## src/rtl/booth_mult32.sv

```systemverilog
// Iterative radix-2 Booth signed multiplier: 32 add/sub/shift iterations, low-word result
// plus a flag for products that do not fit in 32 signed bits. Optional: BOOTH_ZERO_BYPASS_EN.
module booth_mult32 #(
  parameter int unsigned WIDTH = 32
) (
  input  logic             clock,
  input  logic             reset_n,
  input  logic             ctrl_start,
  input  logic [WIDTH-1:0] data_a,
  input  logic [WIDTH-1:0] data_b,
  output logic [WIDTH-1:0] result,
  output logic             data_exception,
  output logic             data_ready,
  output logic             busy
);

  typedef enum logic [1:0] {StIdle, StRun, StDone} state_e;

  state_e           r_state;
  logic [WIDTH-1:0] r_m;
  logic [WIDTH-1:0] r_hi;
  logic [WIDTH-1:0] r_lo;
  logic             r_e;
  logic [5:0]       r_cnt;
  logic [WIDTH-1:0] r_result;
  logic             r_exception;
  logic             r_ready;
  logic             r_busy;

  logic [1:0]       w_recode;
  logic [WIDTH-1:0] w_y;
  logic             w_cin;
  logic [WIDTH:0]   w_sum_ext;
  logic [WIDTH-1:0] w_sum;
  logic             w_ovf;
  logic             w_sign;
  logic [WIDTH-1:0] w_hi_n;
  logic [WIDTH-1:0] w_lo_n;
  logic             w_e_n;
  logic             w_exc_n;
  logic             w_start;
  logic             w_zero_op;

  assign w_recode = {r_lo[0], r_e};

  always_comb begin
    w_y   = '0;
    w_cin = 1'b0;
    case (w_recode)
      2'b01:   w_y = r_m;
      2'b10: begin
        w_y   = ~r_m;
        w_cin = 1'b1;
      end
      default: w_y = '0;
    endcase
  end

  // Adder stage: Sum plus signed overflow, as produced by adder32.
  assign w_sum_ext = {1'b0, r_hi} + {1'b0, w_y} + {{WIDTH{1'b0}}, w_cin};
  assign w_sum     = w_sum_ext[WIDTH-1:0];
  assign w_ovf     = (r_hi[WIDTH-1] == w_y[WIDTH-1]) && (w_sum[WIDTH-1] != r_hi[WIDTH-1]);
  // True 33rd sign bit of the partial sum; needed when M = -2^31.
  assign w_sign    = w_sum[WIDTH-1] ^ w_ovf;

  assign w_hi_n  = {w_sign, w_sum[WIDTH-1:1]};
  assign w_lo_n  = {w_sum[0], r_lo[WIDTH-1:1]};
  assign w_e_n   = r_lo[0];
  assign w_exc_n = !((&{w_hi_n, w_lo_n[WIDTH-1]}) || !(|{w_hi_n, w_lo_n[WIDTH-1]}));

  assign w_start = ctrl_start && (r_state != StRun);

`ifdef BOOTH_ZERO_BYPASS_EN
  assign w_zero_op = (data_a == '0) || (data_b == '0);
`else
  assign w_zero_op = 1'b0;
`endif

  always_ff @(posedge clock or negedge reset_n) begin
    if (!reset_n) begin
      r_state     <= StIdle;
      r_m         <= '0;
      r_hi        <= '0;
      r_lo        <= '0;
      r_e         <= 1'b0;
      r_cnt       <= '0;
      r_result    <= '0;
      r_exception <= 1'b0;
      r_ready     <= 1'b0;
      r_busy      <= 1'b0;
    end else begin
      r_ready <= 1'b0;
      if (w_start) begin
        r_m   <= data_a;
        r_hi  <= '0;
        r_e   <= 1'b0;
        r_cnt <= '0;
        if (w_zero_op) begin
          r_lo        <= '0;
          r_result    <= '0;
          r_exception <= 1'b0;
          r_ready     <= 1'b1;
          r_busy      <= 1'b0;
          r_state     <= StDone;
        end else begin
          r_lo    <= data_b;
          r_busy  <= 1'b1;
          r_state <= StRun;
        end
      end else begin
        case (r_state)
          StRun: begin
            r_hi  <= w_hi_n;
            r_lo  <= w_lo_n;
            r_e   <= w_e_n;
            r_cnt <= r_cnt + 6'd1;
            if (r_cnt == 6'(WIDTH - 1)) begin
              r_result    <= w_lo_n;
              r_exception <= w_exc_n;
              r_ready     <= 1'b1;
              r_busy      <= 1'b0;
              r_state     <= StDone;
            end
          end
          StDone:  r_state <= StIdle;
          default: r_state <= StIdle;
        endcase
      end
    end
  end

  assign result         = r_result;
  assign data_exception = r_exception;
  assign data_ready     = r_ready;
  assign busy           = r_busy;

endmodule

```

## config.mk

```make
export PLATFORM = sky130hd
export DESIGN_NAME = booth_mult32
export DESIGN_NICKNAME = d
export VERILOG_FILES = /design/src/rtl/booth_mult32.sv
export SDC_FILE = /design/constraint.sdc
export NUM_CORES = 1
export LEC_CHECK = 0
export ABC_AREA = 0
export BUFFER_PORTS_ARGS = -buffer_cell sky130_fd_sc_hd__buf_2
export CORE_MARGIN = 3
export CORE_UTILIZATION = 53
export CTS_BUF_LIST = sky130_fd_sc_hd__clkbuf_8 sky130_fd_sc_hd__clkbuf_16
export CTS_CLUSTER_DIAMETER = 60
export CTS_CLUSTER_SIZE = 8
export DETAILED_ROUTE_END_ITERATION = 8
export PLACE_DENSITY = 0.87
export SYNTH_ARGS = -nofsm -noshare
export SYNTH_HDL_FRONTEND = slang
export SYNTH_SLANG_ARGS = --single-unit
```

## constraint.sdc

```tcl
create_clock -name clock -period 5.4 [get_ports clock]
set_clock_uncertainty 0.05 [all_clocks]
set_input_delay 0.54 -clock clock [delete_from_list [all_inputs] [get_ports clock]]
set_output_delay 0.54 -clock clock [all_outputs]
set_load 0.02 [all_outputs]
```

### Yosys cells after proc, flatten, opt, wreduce, memory -nomap -nowiden

Index checks and enable logic that the tools add are counted.

| word-level totals | value |
|---|---|
| flip-flop bits (word level) | 140 |
| input port bits | 67 |
| output and inout port bits | 35 |
| logic and storage cells | 54 |

| operators by class | value |
|---|---|
| $add $sub $neg | 3 |
| eq/ne operators | 8 |
| mux-type cells | 19 |
| bitwise operators | 3 |
| reduce and logical (&&, ||, !) cells | 11 |

Operators with widths:

| cell | number |
|---|---|
| 32-bit two-way mux | 4 |
| 32-bit one-hot mux with 2 select lines | 1 |
| 33-bit AND reduction | 1 |
| 33-bit OR reduction | 1 |
| 32-bit by 1-bit adder with 32-bit output | 1 |
| 32-bit adder | 1 |
| 32-bit NOT | 1 |
| 6-bit two-way mux | 2 |
| 1-bit two-way mux | 9 |
| 6-bit by 1-bit adder with 6-bit output (second input constant) | 1 |
| 6-bit by 5-bit == test with 1-bit output (second input constant) | 1 |
| 2-bit two-way mux | 3 |
| 2-bit by 1-bit == test with 1-bit output (second input constant) | 2 |
| 2-bit nonzero test | 2 |
| 3-bit != test (second input constant) | 1 |
| 3-bit AND reduction | 1 |
| 2-bit == test (second input constant) | 1 |
| 1-bit logical AND | 2 |
| 1-bit logical NOT | 2 |
| 2-bit by 1-bit != test with 1-bit output (second input constant) | 1 |
| 2-bit AND reduction | 1 |
| 1-bit == test | 1 |
| 1-bit logical OR | 1 |
| 1-bit != test | 1 |
| other kinds (2) | 2 |

### Logic depth before layout (Yosys ltp)

| logic depth | value |
|---|---|
| depth after elaboration | 11 |
| gate-level depth with buffers | 24 |
| mapped depth without buffers | 22 |

### Least setup slack after synthesis

No wires, ideal clock.

| path | value |
|---|---|
| path kind | register to register |
| start | register r_lo[0] |
| end | register r_exception (netlist: data_exception) |
| setup time | 120 ps |
| data arrival time | 4923 ps |
| required time | 5230 ps |
| setup slack | 307 ps |
| stages on the path, launching flop included | 23 |
| path buffers | 2 |
| period minus slack after synthesis | 5093 ps |
| path through | dfrtp_1 nor2b_1 clkbuf_1 clkbuf_1 a21oi_1 fa_1 nor2b_1 o211a_1 o31a_1 o2111ai_1 and3_1 o31ai_1 a21o_1 a21o_1 fa_1 nand4b_1 or4_1 or3_1 nor4_1 nand4_1 nor4bb_1 nand4b_1 a31o_1 |

| on the way | value |
|---|---|
| word-level cells in the longest chain between the ends | 11 |
| elaborated cells between the ends (all ways) | 15 |
| those cells by class | add/sub (2); eq/ne (4); mux (2); bitwise (1); reduce/logical (6) |

Ends and longest elaborated chain:

| what | RTL line | text |
|---|---|---|
| start, declared | 22 | `logic [WIDTH-1:0] r_lo;` |
| start signal, assigned | 106 | `r_lo <= data_b;` |
| start signal, assigned | 114 | `r_lo <= w_lo_n;` |
| 2-bit == test / 2-bit by 1-bit == test with 1-bit output (equally long branches) | 49 | `case (w_recode)` |
| 32-bit one-hot mux with 2 select lines | 49 |  |
| 32-bit adder | 60 | `assign w_sum_ext = {1'b0, r_hi} + {1'b0, w_y} + {{WIDTH{1'b0}}, w_cin};` |
| 32-bit by 1-bit adder with 32-bit output | 60 |  |
| 1-bit != test | 62 | `assign w_ovf = (r_hi[WIDTH-1] == w_y[WIDTH-1]) && (w_sum[WIDTH-1] != r_hi[WIDTH-1]);` |
| 1-bit logical AND | 62 |  |
| 1-bit bitwise XOR | 64 | `assign w_sign = w_sum[WIDTH-1] ^ w_ovf;` |
| 33-bit OR reduction | 69 | `assign w_exc_n = !((&{w_hi_n, w_lo_n[WIDTH-1]}) \|\| !(\|{w_hi_n, w_lo_n[WIDTH-1]}));` |
| 1-bit logical NOT | 69 |  |
| 1-bit logical OR (*) | 69 |  |
| 1-bit logical NOT (*) | 69 |  |
| end signal, assigned | 119 | `r_exception <= w_exc_n;` |
| end, declared | 26 | `logic r_exception;` |

Every way passes the cells marked *; elsewhere a longest branch is shown, timed or not.
A chain may end at the register's enable or synchronous reset.

### Final worst setup path

Ends and elaborated chain as after synthesis.

==> out/results.ini <==
[global_route]
grt_pass1_wl_um = 33700
antenna_found_initial = 0
grt_overflow_total = 0
grt_pass1_vias = 6897
grtUsageTotal = 0.253
grt_start_max_net_pins = 97

[cells_and_area]
drive_gt1_frac = 0.221
final_cells = 1185
diodes = 0
fin_nets = 1089
syn_to_final_growth_pct = 19.3

[yosys]
synth_area_um2 = 7980
synth_top_area_frac = 0.439
synth.top_cells.by_area = dfrtp_1 (44%), nand2_1 (11%), o21ai_0 (6.4%)
synth.most_common_cell = nand2_1
yosys.cell_types.count = 60
yosysSeqAreaShare = 0.439
syn_inst = 887
ys_async_sr_fraction = 1.00
synth_seq_cells = 140
synth_nets = 988
yosys.area.top_type = dfrtp_1
syn_area_per_cell_um2 = 9.00
ys_warn_count = 0
ys_top_cells_by_count = nand2_1 (226), dfrtp_1 (140), o21ai_0 (102), clkbuf_1 (38)
ys.flop_type = dfrtp_1
synth_edf_count = 0

[floorplanning]
die_width_um = 129
dieArea_um2 = 16600
initial_core_util = 0.545
die_h_um = 129
rows = 44
ios = 102
core_area_um2 = 14600

[detailed_routing]
viasPerCell = 5.96
num_vias = 7060
wl_per_cell_um = 17.7
wirelength_um = 21000
top_layer = met4
dr_wl_met2_um = 10300
wl_met3_um = 1550
drc = 0
drt_iter0_markers = 511
first_pass_iters = 5
drtAntennaViolNets = 0
drt-met1-wl_um = 8760

[timing]
setup_ws_ns = 0.211
period_share = 0.961
tightest_slew_ns = 0.885
setup_violations = 0
slew_headroom = 0.410
slew_viol_final = 0
post-route-min-period_ns = 5.19
hold_viol_final = 0
fmax_ghz = 0.193

[place]
dp_hpwl_um = 13600
preCtsSetupSlack_ns = 0.0763
place_congestion = 0.928
portBuffers = 101
place_inst = 1147

[run_status]
status = finished, final reports clean

[worst_setup_path]
arrival_ns = 5.47
r2r_slack_ns = 0.21
cp.required_ns = 5.68
setup.worst_path.class = register to register
end_kind = register
crit_fanout = 20
crit_path_start_kind = register

[clocking]
insertion_delay_ns = 0.43
clkTransAtPathRegs_ns = 0.07
cts-root-buf = clkbuf_16
htree_levels = 4
cts_buffers = 17
clockBufferDepth = 2
numClockSinks = 140
postCtsHoldBufs = 0
cts_tree = done

[job]
timing.max_cap.violations = 0

[min_path]
hold_class = primary input to asynchronous set/reset pin

[what timing repair did]
item	in CTS	in global routing
setup buffers	0	5
setup endpoints to repair	0	1
resized for setup	0	22
[placed cells by master, fill, tap and decap left out, drive strengths merged, types with 4 or more instances in the layout]
master,n
a2111oi,4
a211oi,5
a21o,11
a21oi,33
and3,7
and4,4
buf,135
clkbuf,18
clkinv,6
dfrtp,140
ha,31
inv,17
mux2,32
mux2i,31
nand2,226
nand2b,4
nand3,9
nand3b,33
nand4,12
nor2,30
nor2b,6
nor3,9
nor4,5
o211a,4
o21a,5
o21ai,102
o21bai,4
o31ai,5
or4,4
xnor2,12
xor2,14
[layer usage]
layer / track usage / up-vias
met2: 0.421 / 287
met4: 0.0809 / 0
li1: - / 3317
met3: 0.0693 / 41
met5: 0 / -
met1: 0.321 / 3415
[per-stage QoR]
step / TNS (ns) / hold slack (ns) / instance area (um2) / util
2_1_floorplan: 0 / 0.194 / 7980 / -
3_3_place_gp: 0 / 0.404 / 8750 / 0.597
3_5_place_dp: 0 / 0.407 / 8750 / 0.597
4_1_cts: 0 / 0.173 / 9350 / 0.638
5_1_grt: -0.126 / 0.195 / 9520 / 0.650
6_report: 0 / 0.119 / 9520 / 0.650
[path summary, 6_finish.rpt]
path	from	to	depth (start not counted)
worst min register to register	result[18]	result[18]	2
min in group clock	data_a[28]	r_m[28]	2
worst max-delay path	r_lo[0]	data_exception	22
worst max register to register	r_lo[0]	data_exception	22
worst min-delay path	reset_n	r_lo[9]	1
max in group asynchronous	reset_n	r_m[16]	2
[logic make-up after synthesis]
logic type	after synthesis	synth area share
buffers and inverters	64	0.0317
muxes	63	0.0840
DFF	140	0.439
adders and majority gates	34	0.0561
xor gates and xnor gates	26	0.0285
AOI/OAI and AO/OA	197	0.150
and+or+nand+nor	363	0.211
[sequential cells by signal (all words and copies together) (netlist names)]
| register | count |
|---|---|
| r_hi | 32 |
| r_lo | 32 |
| r_m | 32 |
| result | 32 |
| r_cnt | 6 |
| r_state | 2 |
| busy | 1 |
| data_exception | 1 |
| data_ready | 1 |
| r_e | 1 |
[critical path, stage by stage (launching register included)]
cell      delay (ns)
dfrtp_2         0.45
nor2b_4         0.19
buf_12          0.18
nand2_1         0.06
o21ai_0         0.12
ha_2            0.39
and2_1          0.18
and3_1          0.25
a21o_1          0.20
nand2_1         0.11
and3_4          0.20
o31ai_4         0.07
a21o_1          0.20
a21o_1          0.18
fa_1            0.46
nand4b_1        0.18
or4_1           0.38
or3_1           0.33
nor4_2          0.13
nand4_1         0.12
nor4bb_1        0.31
nand4b_1        0.13
a31o_1          0.23
[area by class of cell]
class,count,area [um2]
clock buffers,17,425
clock inverters,15,174
fillers,1139,5130
inverters,10,37.5
multi-input cells,683,4320
flip-flops and latches,140,3500
well taps,184,230
repair buffers,136,821
Power is left out: the tool's default activity adds up to more than one toggle a clock period on the data nets, which glitch-free logic cannot reach.
